<file path="src/rtl/pipe_pkg.sv">
// Shared pipeline-stage types and constants.
// Also used by the decoder to detect NOP bubbles.
package pipe_pkg;

    typedef enum logic [1:0] {
        PS_EMPTY = 2'd0,
        PS_ONE   = 2'd1,
        PS_FULL  = 2'd2
    } pipe_state_t;

    localparam logic [15:0] NOP_WORD_DEFAULT = 16'h0000;

    function automatic logic [1:0] state_occ(input pipe_state_t s);
        logic [1:0] occ;
        occ = 2'd0;
        case (s)
            PS_ONE:  occ = 2'd1;
            PS_FULL: occ = 2'd2;
            default: occ = 2'd0;
        endcase
        return occ;
    endfunction

endpackage

</file>
<file path="src/rtl/sat_counter.sv">
// Saturating event counter: counts inc_i cycles and holds at all-ones.
// Only reset clears it.
module sat_counter #(
    parameter int CNT_W = 16
) (
    input  logic             clk_i,
    input  logic             rst_i,
    input  logic             inc_i,
    output logic [CNT_W-1:0] cnt_o
);

    always_ff @(posedge clk_i or posedge rst_i) begin
        if (rst_i) begin
            cnt_o <= '0;
        end else if (inc_i && (cnt_o != '1)) begin
            cnt_o <= cnt_o + CNT_W'(1);
        end
    end

endmodule

</file>
<file path="src/rtl/pipe_stage_skid.sv">
// Multi-lane valid/ready pipeline register with a 2-entry skid buffer.
// ready_o depends only on state and reset, so downstream stalls never ripple upstream combinationally.
//
//   state    | meaning
//   ---------+----------------------------------------------
//   PS_EMPTY | nothing held, data_o = NOP lanes
//   PS_ONE   | main holds the head entry
//   PS_FULL  | main holds the head, skid holds the next one
module pipe_stage_skid
    import pipe_pkg::*;
#(
    parameter int                DATA_W   = 16,
    parameter int                LANES    = 2,
    parameter logic [DATA_W-1:0] NOP_WORD = DATA_W'(NOP_WORD_DEFAULT),
    parameter int                CNT_W    = 16
) (
    input  logic                    clk_i,
    input  logic                    rst_i,
    input  logic                    valid_i,
    output logic                    ready_o,
    input  logic [LANES*DATA_W-1:0] data_i,
    input  logic                    flush_i,
    output logic                    valid_o,
    input  logic                    ready_i,
    output logic [LANES*DATA_W-1:0] data_o,
    output logic [1:0]              occ_o,
    output logic [CNT_W-1:0]        stall_cnt_o
);

    localparam int              W       = LANES * DATA_W;
    localparam logic [W-1:0]    NOP_VEC = {LANES{NOP_WORD}};

    pipe_state_t  state_q, state_d;
    logic [W-1:0] main_q, main_d;
    logic [W-1:0] skid_q, skid_d;
    logic         in_fire;
    logic         out_fire;

    assign ready_o  = (state_q != PS_FULL) & ~rst_i;
    assign valid_o  = (state_q != PS_EMPTY);
    assign occ_o    = state_occ(state_q);
    assign data_o   = main_q;
    assign in_fire  = valid_i & ready_o;
    assign out_fire = valid_o & ready_i;

    always_ff @(posedge clk_i or posedge rst_i) begin
        if (rst_i) begin
            state_q <= PS_EMPTY;
            main_q  <= NOP_VEC;
            skid_q  <= NOP_VEC;
        end else begin
            state_q <= state_d;
            main_q  <= main_d;
            skid_q  <= skid_d;
        end
    end

    // Vacated registers are refilled with NOP so data_o is NOP whenever valid_o is low.
    always_comb begin
        state_d = state_q;
        main_d  = main_q;
        skid_d  = skid_q;
        if (flush_i) begin
            state_d = PS_EMPTY;
            main_d  = NOP_VEC;
            skid_d  = NOP_VEC;
        end else begin
            case (state_q)
                PS_EMPTY: begin
                    if (in_fire) begin
                        main_d  = data_i;
                        state_d = PS_ONE;
                    end
                end
                PS_ONE: begin
                    if (in_fire && out_fire) begin
                        main_d  = data_i;
                    end else if (in_fire) begin
                        skid_d  = data_i;
                        state_d = PS_FULL;
                    end else if (out_fire) begin
                        main_d  = NOP_VEC;
                        state_d = PS_EMPTY;
                    end
                end
                PS_FULL: begin
                    if (out_fire) begin
                        main_d  = skid_q;
                        skid_d  = NOP_VEC;
                        state_d = PS_ONE;
                    end
                end
                default: begin
                    state_d = PS_EMPTY;
                    main_d  = NOP_VEC;
                    skid_d  = NOP_VEC;
                end
            endcase
        end
    end

    sat_counter #(
        .CNT_W (CNT_W)
    ) u_stall_cnt (
        .clk_i (clk_i),
        .rst_i (rst_i),
        .inc_i (valid_o & ~ready_i),
        .cnt_o (stall_cnt_o)
    );

endmodule

</file>
<file path="config.mk">
export PLATFORM = sky130hd
export DESIGN_NAME = pipe_stage_skid
export DESIGN_NICKNAME = d
export VERILOG_FILES = /design/src/rtl/pipe_pkg.sv /design/src/rtl/sat_counter.sv /design/src/rtl/pipe_stage_skid.sv
export SDC_FILE = /design/constraint.sdc
export NUM_CORES = 1
export LEC_CHECK = 0
export ABC_AREA = 1
export BUFFER_PORTS_ARGS = -buffer_cell sky130_fd_sc_hd__buf_2
export CAP_MARGIN = 20
export CORE_MARGIN = 5
export CORE_UTILIZATION = 53
export CTS_BUF_LIST = sky130_fd_sc_hd__clkbuf_8
export DETAILED_ROUTE_END_ITERATION = 8
export GPL_TIMING_DRIVEN = 0
export PLACE_DENSITY = 0.77
export SYNTH_ARGS = -nofsm -noshare
export SYNTH_HDL_FRONTEND = slang
export SYNTH_SLANG_ARGS = --single-unit
export TNS_END_PERCENT = 5
</file>
<file path="constraint.sdc">
create_clock -name clk_i -period 4.6 [get_ports clk_i]
set_input_delay 0.46 -clock clk_i [delete_from_list [all_inputs] [get_ports clk_i]]
set_output_delay 0.46 -clock clk_i [all_outputs]
set_load 0.02 [all_outputs]
</file>
==> summary.txt <==
Run status
  – Outcome: finished, final reports clean

Synth
  – Largest family of logic cells by synthesized area: simple AND/OR/NAND/NOR gates
  – Mapped Cells: 669
  – Synth Area in XOR/XNOR: 1.49%
  – Top post-synthesis cells by area: dfrtp_1 (44%), nand2_1 (29%), nor2_1 (4.5%), nand3_1 (4.1%), o21bai_1 (4.0%)
  – Post-synth top area share: 43.6%
  – Ys async rst share: 100%
  – Synth unique cells: 29
  – Top FF cell, synth: dfrtp_1
  – Mux cell area share after synthesis: 0%
  – EDFF count, synth: 0
  – Post-synthesis simple-gate area fraction: 42.1%
  – Sequential share of the synthesized area: 43.6%
  – Largest area contributor in the netlist: dfrtp_1
  – Compound-Gate Fraction of Synth Area: 5.69%
  – Synthesized flop and latch total: 82
  – Synthesized area per cell: 7.04 um^2
  – Syn_nets: 707
  – Syn. warnings: 0
  – Synth Area in Adders: 0.266%
  – Mapped Area: 4710 um^2

Power
  – Worst vdd ir: 0.187 mV
  – Leakage: 3.17 nW
  – Pwr Density: 414 nW/um^2
  – Total Power: 0.00229 W

Placed design
  – Dpl hpwl: 8700 um
  – GP Congestion: 0.873
  – Worst slack at placement: 2.62 ns
  – Input/output buffers: 88

STA
  – Relative slew slack: 60.8%
  – Final Hold Vio Count: 0
  – Worst Clk Skew: 0.0124 ns
  – Fin crit period: 2.13 ns
  – Pins Over Slew Limit: 0
  – Setup TNS: 0 ns
  – Final setup margin: 2.47 ns
  – Fmax: 470 MHz
  – Final setup fails: 0
  – RSZ-0062 raised after global routing: false
  – Slew @ Worst Pin: 0.589 ns
  – Period utilization: 46.3%

Run
  – MaxCap Viol Count: 0

Worst setup path
  – CP Max Fanout: 10
  – Req. time, crit path: 4.14 ns
  – CP arrival: 1.67 ns
  – Crit end category: output pin
  – CP Launch Type: register
  – Worst Setup Path Type: register to output pin

Routing
  – Routed WL: 12,100 um
  – Vias: 4,465
  – DR vias/cell: 5.06
  – Pre-antenna DRT Iters: 6
  – Drt wl/cell: 13.7 um
  – Post-route DRC: 0
  – Post-route ant nets: 0
  – DRT iter0 DRCs: 278

Cells and area
  – P&R area growth vs syn: 17.2%
  – Commonest non-fill, non-tap cell in the layout: nand2_1
  – Share of layout cells above drive strength 1: 20.2%
  – Ant. Diodes: 0
  – # fillers: 809
  – Register area: 2050 um^2
  – Multi-input gate area: 2330 um^2
  – Net count, final: 807
  – Most frequent cells in the layout: nand2_1 (364), buf_2 (104), dfrtp_1 (82)

Clock network
  – Clock root buffer: clkbuf_8
  – CTS Hold Buffers Added: 0
  – Clk slew on worst S/H paths: 0.10 ns
  – Clock sink count: 82
  – Post-cts resize count: 0
  – Post-CTS Setup Bufs: 0
  – H-Tree Level Count: 3
  – CTS tree: done
  – CTS buffer count: 9
  – Buffer depth of the longest clock path: 2
  – Clk_lat worst skew: 0.35 ns

Global route
  – Initial antenna violation count: 0
  – Remaining Overflow, GRT: 0
  – Number of global-route vias before repair: 4,395
  – Largest net degree at the start of global routing: 62
  – First-pass GRT wire length: 21,000 um
  – Total global-route track usage: 23.1%

Floorplan
  – I/O Pins: 89
  – Row cnt: 34
  – Die X: 104 um
  – Die H: 104 um
  – Starting Density: 54.3%
  – Full die area: 10,900 um^2
  – CORE AREA: 8680 um^2

Hold path
  – Worst min path class: input port to asynchronous set/reset pin
## through the flow
| step | cell area [um^2] | util (%) | hold WS (ns) | cells |
|---|---|---|---|---|
| after floorplan | 4710 | - | 0.442 | 669 |
| after global placement | 5280 | 60.9 | 0.454 | 865 |
| after detailed placement | 5310 | 61.2 | 0.459 | 866 |
| after CTS | 5520 | 63.6 | 0.0935 | 882 |
| after global routing | 5520 | 63.6 | 0.0971 | 882 |
| final | 5520 | 63.6 | 0.0866 | 882 |
## cells in the mapped netlist, types with 2 or more instances
master / count
dfrtp_1: 82
nor2_4: 5
nor2_2: 4
buf_6: 9
nand2_1: 364
nand2_2: 2
inv_2: 4
xor2_1: 2
nor3_1: 2
nand2_4: 2
o21ai_0: 8
nand3_2: 2
xnor2_1: 6
clkbuf_1: 5
inv_1: 23
inv_4: 2
nand4_1: 2
nand3_1: 39
nand3b_1: 2
nor2_1: 56
buf_2: 16
o21bai_1: 25
## flip-flops by register name, indices dropped and copies added (netlist names)
| signal | count |
|---|---|
| data_o | 32 |
| skid_q | 32 |
| state_q | 2 |
| u_stall_cnt.cnt_o | 16 |
## where the power goes
group	switching, W	total [W]	internal, W	leakage, nW
Clock	0.000272	0.000539	0.000267	0.100
Combinational	0.000551	0.000821	0.000270	1.96
Sequential	0.0000814	0.000926	0.000844	1.11
Total	0.000905	0.00229	0.00138	3.17
## cells by family (layout without fill, tap and decap cells)
logic type	after synthesis	in the layout
DFF	82	82
buffers and inverters	60	165
AOI/OAI and AO/OA	36	36
adders and majority gates	1	1
and+or+nand+nor	482	482
xor gates and xnor gates	8	8
## path summary, 6_finish.rpt
path                                 startpoint                   end  slack [ns]  cells past startpoint
setup / recovery                     state_q[1]              occ_o[0]        2.47                      6
hold / removal                            rst_i             data_o[7]        0.09                      2
min in group clk_i                      ready_i            state_q[1]        0.41                      2
max in group asynchronous                 rst_i            skid_q[23]        3.89                      3
setup reg to reg           u_stall_cnt.cnt_o[0]  u_stall_cnt.cnt_o[0]        2.75                      9
hold reg to reg                      data_o[11]            data_o[11]        0.48                      2
## layout make-up
cell class / instances / share of cell area, %
Multi-Input combinational cell: 527 / 42.3
Sequential cell: 82 / 37.2
Timing Repair Buffer: 89 / 8.48
Buffer: 31 / 3.76
Clock buffer: 10 / 2.49
Tap cell: 108 / 2.45
Inverter: 29 / 2.11
Clock inverter: 6 / 1.20
## routing by layer
metal  GRT usage (%)  up-vias  wire length [um]
met3            3.48       16               768
met1            31.5     2034              5450
li1                -     2266                 -
met2            38.2      149              5740
met5               0        -                 0
met4            7.03        0               116
## critical path, cell delays in order, from the launching register on
cell and delay [ns]:
dfrtp_1 0.38, buf_6 0.15, inv_4 0.08, nand2_4 0.07, inv_2 0.15, buf_2 0.27, buf_2 0.21
(Power assumes the default switching activity.)
